`src/rtl/sr_pkg.sv`:
```
// Shared constants for the SR register bank: conflict-resolution modes,
// default parameter values and the per-channel conflict resolver.
package sr_pkg;

  localparam int MODE_SET    = 0;
  localparam int MODE_RST    = 1;
  localparam int MODE_HOLD   = 2;
  localparam int MODE_TOGGLE = 3;

  localparam int DEFAULT_WIDTH       = 8;
  localparam int DEFAULT_MODE        = MODE_HOLD;
  localparam int DEFAULT_SYNC_STAGES = 2;
  localparam int DEFAULT_CNT_W       = 8;

  // Next state of one channel when set and reset are requested together.
  function automatic logic resolve_conflict(input int mode, input logic cur);
    case (mode)
      MODE_SET:    return 1'b1;
      MODE_RST:    return 1'b0;
      MODE_TOGGLE: return ~cur;
      default:     return cur;
    endcase
  endfunction

endpackage

```
`src/rtl/sr_sync.sv`:
```
// Single-bit input synchroniser. Flops reset to 1 so an active-low request
// reads as inactive until a real sample has travelled through the chain.
module sr_sync
  import sr_pkg::*;
#(
  parameter int SYNC_STAGES = DEFAULT_SYNC_STAGES
) (
  input  logic clk,
  input  logic rst,
  input  logic d,
  output logic q
);

  generate
    if (SYNC_STAGES == 0) begin : g_bypass
      assign q = d;
    end else begin : g_chain
      logic [SYNC_STAGES-1:0] stage_reg;

      // Shift the raw input through the flop chain, stage 0 first.
      always_ff @(posedge clk or posedge rst) begin
        if (rst) begin
          stage_reg <= '1;
        end else begin
          stage_reg[0] <= d;
          for (int i = 1; i < SYNC_STAGES; i++) begin
            stage_reg[i] <= stage_reg[i-1];
          end
        end
      end

      assign q = stage_reg[SYNC_STAGES-1];
    end
  endgenerate

endmodule

```
`src/rtl/sr_reg_bank.sv`:
```
// Bank of independent clocked SR latches with active-low set/reset inputs,
// configurable conflict resolution, per-channel conflict pulses, and a
// sticky flag plus saturating counter of conflict cycles.
module sr_reg_bank
  import sr_pkg::*;
#(
  parameter int WIDTH       = DEFAULT_WIDTH,
  parameter int MODE        = DEFAULT_MODE,
  parameter int SYNC_STAGES = DEFAULT_SYNC_STAGES,
  parameter int CNT_W       = DEFAULT_CNT_W
) (
  input  logic             clk,
  input  logic             rst,
  input  logic [WIDTH-1:0] s_n,
  input  logic [WIDTH-1:0] r_n,
  input  logic             clr_err,
  output logic [WIDTH-1:0] q,
  output logic [WIDTH-1:0] q_n,
  output logic [WIDTH-1:0] conflict,
  output logic             conflict_sticky,
  output logic [CNT_W-1:0] conflict_cnt
);

  logic [WIDTH-1:0] s_i;
  logic [WIDTH-1:0] r_i;

  logic [WIDTH-1:0] q_reg;
  logic [WIDTH-1:0] q_next;
  logic [WIDTH-1:0] conflict_reg;
  logic [WIDTH-1:0] conflict_next;
  logic             sticky_reg;
  logic             sticky_next;
  logic [CNT_W-1:0] cnt_reg;
  logic [CNT_W-1:0] cnt_next;
  logic             any_conflict;

  // Two synchronisers per channel: one for set, one for reset.
  genvar gi;
  generate
    for (gi = 0; gi < WIDTH; gi++) begin : g_sync
      sr_sync #(.SYNC_STAGES(SYNC_STAGES)) u_sync_s (
        .clk (clk),
        .rst (rst),
        .d   (s_n[gi]),
        .q   (s_i[gi])
      );
      sr_sync #(.SYNC_STAGES(SYNC_STAGES)) u_sync_r (
        .clk (clk),
        .rst (rst),
        .d   (r_n[gi]),
        .q   (r_i[gi])
      );
    end
  endgenerate

  // Per-channel SR truth table on the synchronised active-low requests.
  always_comb begin
    q_next        = q_reg;
    conflict_next = '0;
    for (int i = 0; i < WIDTH; i++) begin
      case ({s_i[i], r_i[i]})
        2'b11: q_next[i] = q_reg[i];
        2'b01: q_next[i] = 1'b1;
        2'b10: q_next[i] = 1'b0;
        default: begin
          q_next[i]        = resolve_conflict(MODE, q_reg[i]);
          conflict_next[i] = 1'b1;
        end
      endcase
    end
  end

  assign any_conflict = |conflict_next;

  // Error bookkeeping: a clear in the same cycle as a conflict wins, and the
  // counter counts cycles (not channels) and sticks at its maximum.
  always_comb begin
    sticky_next = sticky_reg;
    cnt_next    = cnt_reg;
    if (clr_err) begin
      sticky_next = 1'b0;
      cnt_next    = '0;
    end else if (any_conflict) begin
      sticky_next = 1'b1;
      if (cnt_reg != '1) begin
        cnt_next = cnt_reg + 1'b1;
      end
    end
  end

  // Register state, conflict pulses and error bookkeeping together.
  always_ff @(posedge clk or posedge rst) begin
    if (rst) begin
      q_reg        <= '0;
      conflict_reg <= '0;
      sticky_reg   <= 1'b0;
      cnt_reg      <= '0;
    end else begin
      q_reg        <= q_next;
      conflict_reg <= conflict_next;
      sticky_reg   <= sticky_next;
      cnt_reg      <= cnt_next;
    end
  end

  assign q               = q_reg;
  assign q_n             = ~q_reg;
  assign conflict        = conflict_reg;
  assign conflict_sticky = sticky_reg;
  assign conflict_cnt    = cnt_reg;

endmodule

```
`config.mk`:
```
export PLATFORM = sky130hd
export DESIGN_NAME = sr_reg_bank
export DESIGN_NICKNAME = d
export VERILOG_FILES = /design/src/rtl/sr_pkg.sv /design/src/rtl/sr_sync.sv /design/src/rtl/sr_reg_bank.sv
export SDC_FILE = /design/constraint.sdc
export NUM_CORES = 1
export LEC_CHECK = 0
export ABC_CLOCK_PERIOD_IN_PS = 2140
export CAP_MARGIN = 20
export CORE_UTILIZATION = 30
export CTS_CLUSTER_SIZE = 28
export DETAILED_ROUTE_END_ITERATION = 7
export SLEW_MARGIN = 20
export SYNTH_ARGS = -nofsm -noshare
export SYNTH_HDL_FRONTEND = slang
export SYNTH_HIERARCHICAL = 1
export SYNTH_SLANG_ARGS = --single-unit
export TNS_END_PERCENT = 50
```
`constraint.sdc`:
```
create_clock -name clk -period 2.14 [get_ports clk]
set_input_delay 0.428 -clock clk [delete_from_list [all_inputs] [get_ports clk]]
set_output_delay 0.428 -clock clk [all_outputs]
set_load 0.005 [all_outputs]
```
# Word-level counts from Yosys, hierarchy flattened
# Index checks and enable logic that the tools add are counted.
[word_totals]
ff_bits = 57
in_bits = 19
output_inout_bits = 33
elab_cells = 95
[op_classes]
addsub = 1
n_eq_ne = 25
n_mux = 21
bitwise_logic = 1
reduce_logical = 20
[ops]
columns = ["op", "n"]
rows = [
  ["== test 2 bit, second input constant", 16],
  ["two-way mux 8 bit", 3],
  ["OR reduction 3 bit", 8],
  ["nonzero test 2 bit", 10],
  ["== test 2 x 1 -> 1 bit, second input constant", 8],
  ["one-hot mux 1 bit (2 select lines)", 8],
  ["two-way mux 1 bit", 10],
  ["adder 8 x 1 -> 8 bit, second input constant", 1],
  ["inequality test 8 bit, second input constant", 1],
  ["NOT 8 bit", 1],
  ["OR reduction 8 bit", 1],
  ["AND reduction 2 bit", 1],
]

# Depth between registers and ports, before layout
[depth]
word_depth = 6
mapped_depth = 6
ltp_nobuf = 6

# By module
# Netlist, hierarchy kept.
[modules_own_cells]
columns = ["module", "n_inst", "cells_each", "area_per_inst_um2", "seq_area_each_um2"]
rows = [
  ["sr_reg_bank", 1, 123, 1271.2, 625.6],
  ["sr_sync", 16, 3, 56.3, 52.6],
]

# Worst setup path before layout
# Ideal clock, no wire load.
[synth_timing]
kind = "reg-to-reg"
from = "register g_sync[5].u_sync_s.g_chain.stage_reg[1]"
to = "register cnt_reg[1] (netlist: conflict_cnt[1])"
setup_ps = 130
arrival_time_ps = 1813
required_ps = 2010
path_slack_ps = 197
path_stages_with_launch = 7
path_buffers = 0
synth_period_minus_slack_ps = 1943
cell_sequence = "dfstp_2 > inv_1 > ha_1 > or4_4 > o22ai_4 > mux2i_1 > nor2_1"
[synth_via]
elab_chain_cells = 6
elab_cells_between_ends = 8
cone_classes = "3 x eq/ne; 1 x mux; 4 x reduce/logical"
[synth_lines]
columns = ["item", "line_no", "source"]
rows = [
  ["from (decl)", "sr_sync.sv:18", "logic [SYNC_STAGES-1:0] stage_reg;"],
  ["from (signal, indexed assignment)", "sr_sync.sv:27", "stage_reg[i] <= stage_reg[i-1];"],
  ["== test 2 bit / == test 2 x 1 -> 1 bit (equally long branches)", "sr_reg_bank.sv:61", "case ({s_i[i], r_i[i]})"],
  ["OR reduction 3 bit (no source line) (*)", "--", ""],
  ["two-way mux 1 bit (*)", "sr_reg_bank.sv:61", ""],
  ["named net conflict_next[5]", "sr_reg_bank.sv:30", "logic [WIDTH-1:0] conflict_next;"],
  ["OR reduction 8 bit (*)", "sr_reg_bank.sv:73", "assign any_conflict = |conflict_next;"],
  ["nonzero test 2 bit (no source line) (*)", "--", ""],
  ["AND reduction 2 bit (no source line) (*)", "--", ""],
  ["to (signal assigned)", "sr_reg_bank.sv:102", "cnt_reg <= cnt_next;"],
  ["to (decl)", "sr_reg_bank.sv:33", "logic [CNT_W-1:0] cnt_reg;"],
]
# Mark *: on every way through the listed nets, which the timed path passes. The rest lies on a longest branch.
# A chain may end at the register's enable or synchronous reset.

# Final worst setup path
[layout_timing]
from = "register g_sync[5].u_sync_s.g_chain.stage_reg[1]"
to = "register cnt_reg[7] (netlist: conflict_cnt[7])"
# Same word-level chain as after synthesis.

==> results_dict.tcl <==
set metrics [dict create \
    crit_family "simple AND/OR/NAND/NOR gates" \
    wl_met3_um 238 \
    wire_per_inst_um 10.7 \
    worstPathArrival_ns 2.29 \
    path_class "flop to flop" \
    fin_crit_ns 2.03 \
    cp_cell_sequence "inv_1 -> ha_1 -> or4_4 -> or2_1 -> a41o_1 -> nor2_1" \
    ys_seq_area_share_pct 67.5 \
    finalClockSkew_ns 0.00622 \
    ant_nets 0 \
    ys_types 23 \
    setup_ws_ns 0.112 \
    synth-xor-area-share_pct 0.403 \
    slew_viol_final 0 \
    post-cts-setup-buffers 0 \
    ios 52 \
    synth_top_area_share_pct 38.7 \
    routed-via-count 1359 \
    gp_congestion 0.706 \
    fill_cells 684 \
    finalHoldViolations 0 \
    grt_max_degree 18 \
    slowest_stage "or4_4" \
    max-vdd-ir-drop_mv 0.335 \
    num-nets-final 272 \
    drt-met1-wl_um 1610 \
    clk_pin_slew_ns 0.06 \
    cts_resized 0 \
    synth_top_family_by_area "adder cells" \
    dr_wl_met2_um 1670 \
    tns_ns 0 \
    synth_area_leader_cell "dfstp_2" \
    synth-seq-cells 57 \
    worst_pin_slew_ns 0.336 \
    hold_path.class "flop to flop" \
    dp_slack_ns 0.0818 \
    end_kind "flop" \
    final_common_cell "clkdlybuf4s50_1" \
    n_antenna_cell 0 \
    slowest_delay_ns 0.59 \
    clock.fmax_mhz 493 \
    synth_fa_ha_area_share_pct 9.79 \
    drive_gt1_share_pct 24.1 \
    synthTopCellsByArea "dfstp_2 39%, dfrtp_1 29%, ha_1 9.8%" \
    drtIter0Drc 34 \
    grt_first_pass_wirelength_um 5920 \
    worstSetupStartpointType "flop" \
    slew-limit-headroom_pct 77.5 \
    cp_max_fo 4 \
    overflow 0 \
    status "finished, final reports clean" \
    hold_buffers 0 \
    wl_um 3600 \
    dp_hpwl_um 2650 \
    yosys.area_share.simple_pct 7.95 \
    cts_root_buffer "clkbuf_8" \
    syn_area_um2 2170 \
    drv_cap 0 \
    cp.required_ns 2.41 \
    drc 0 \
    core-area_um2 6910 \
    final_util_pct 43.6 \
    syn_nets 207 \
    cellLeakagePower_uw 0.00141 \
    powerDensity_nw_per_um2 776 \
    globalRouteTotalUtil_pct 11.1 \
    cts_sinks 57 \
    fin_crit_sh_pct 94.8 \
    dr.pass1.iters 4 \
    multiInputGateArea_um2 553 \
    synthCells 171 \
    cts_buffers 9 \
    htree_num_levels 3 \
    route.top_layer_used "met4" \
    io_buffers 51 \
    antenna_found_initial 0 \
    vias_per_cell 4.03 \
    worst-path-buf-inv 1 \
    dieHeight_um 87.1 \
    register_area_um2 1470 \
    clk_latency_ns 0.33 \
    cts_tree "done" \
    rsz0062_at_grt "no" \
    die-area_um2 7580 \
    clockBufferDepth 2 \
    area_delta_synth_final_pct 38.5 \
    mostFrequentLayoutCells "51 x clkdlybuf4s50_1, 43 x inv_1, 32 x dfstp_2, 25 x dfrtp_1, 17 x ha_1" \
    yosys_warnings 6 \
    rows 30 \
    grt_pass1_vias 1283 \
    start_util_pct 31.4 \
    synthMuxAreaShare_pct 0.922 \
    avgSynthCellArea_um2 12.7 \
    setup_viol 0 \
    synth_compound_area_share_pct 5.82 \
    die_w_um 87.1 \
]
stage by stage:
stage	instances	instance area (um2)	hold WS, ns	power (uW)
finish	337	3010	0.354	2330
detailed placement	320	2820	0.347	1500
global route	337	3010	0.355	2460
CTS	336	3000	0.354	2380
global placement	320	2820	0.345	1490
floorplan	171	2170	0.340	1320
synth_stat cells:
master / n
mux2i_1: 2
and3_1: 1
a21oi_1: 13
o21ai_1: 3
or3_2: 3
dfrtp_1: 25
nor2_1: 15
inv_1: 43
a41o_1: 1
o31ai_1: 1
nand3_1: 4
o22ai_4: 1
nand2_1: 1
clkbuf_1: 1
nand4_4: 1
xor2_1: 1
nand4_1: 1
o2111ai_1: 1
dfstp_2: 32
or4_4: 2
or2_1: 1
or4_1: 1
ha_1: 17
worst paths after layout:
path | depth (start not counted) | end | startpoint | slack, ns
min reg2reg | 0 | g_sync[3].u_sync_s/g_chain.stage_reg[1]$_DFF_PP1_ | g_sync[3].u_sync_s/g_chain.stage_reg[0]$_DFF_PP1_ | 0.35
max in group asynchronous | 4 | conflict_cnt[7]$_DFFE_PP0P_ | rst | 1.34
max | 6 | conflict_cnt[7]$_DFFE_PP0P_ | g_sync[5].u_sync_s/g_chain.stage_reg[1]$_DFF_PP1_ | 0.11
min in group asynchronous | 4 | conflict[7]$_DFF_PP0_ | rst | 0.64
max reg2reg | 6 | conflict_cnt[7]$_DFFE_PP0P_ | g_sync[5].u_sync_s/g_chain.stage_reg[1]$_DFF_PP1_ | 0.11
min | 0 | g_sync[3].u_sync_s/g_chain.stage_reg[1]$_DFF_PP1_ | g_sync[3].u_sync_s/g_chain.stage_reg[0]$_DFF_PP1_ | 0.35
power breakdown:
group	switching, uW	leakage [uW]	internal [uW]
Clock	416	0.0000813	446
Combinational	106	0.000690	160
Sequential	40.6	0.000642	1170
cell type report:
cell class,instances,area share (%)
multi-input combinational,71,18.4
clock inverter,5,1.08
inverter,43,5.37
tap,96,3.99
sequential,57,48.8
timing repair buffer,54,17.7
clock buffer,11,4.70
per-layer routing:
metal,track usage [%],up-vias
met2,16.0,38
met4,7.60,0
li1,-,669
met3,4.93,10
met1,13.3,642
met5,0,-
kinds of logic (layout without fill, tap and decap cells):
| kind of cell | count (synthesis) | after routing |
|---|---|---|
| adder cells (fa/ha/maj) | 17 | 17 |
| flip-flops | 57 | 57 |
| buffers and inverters | 44 | 113 |
| XOR/XNOR | 1 | 1 |
| multiplexers | 2 | 2 |
| AND/OR/NAND/NOR | 30 | 30 |
| AO/OA/AOI/OAI | 20 | 21 |
Power figures use the tool's default switching activity.
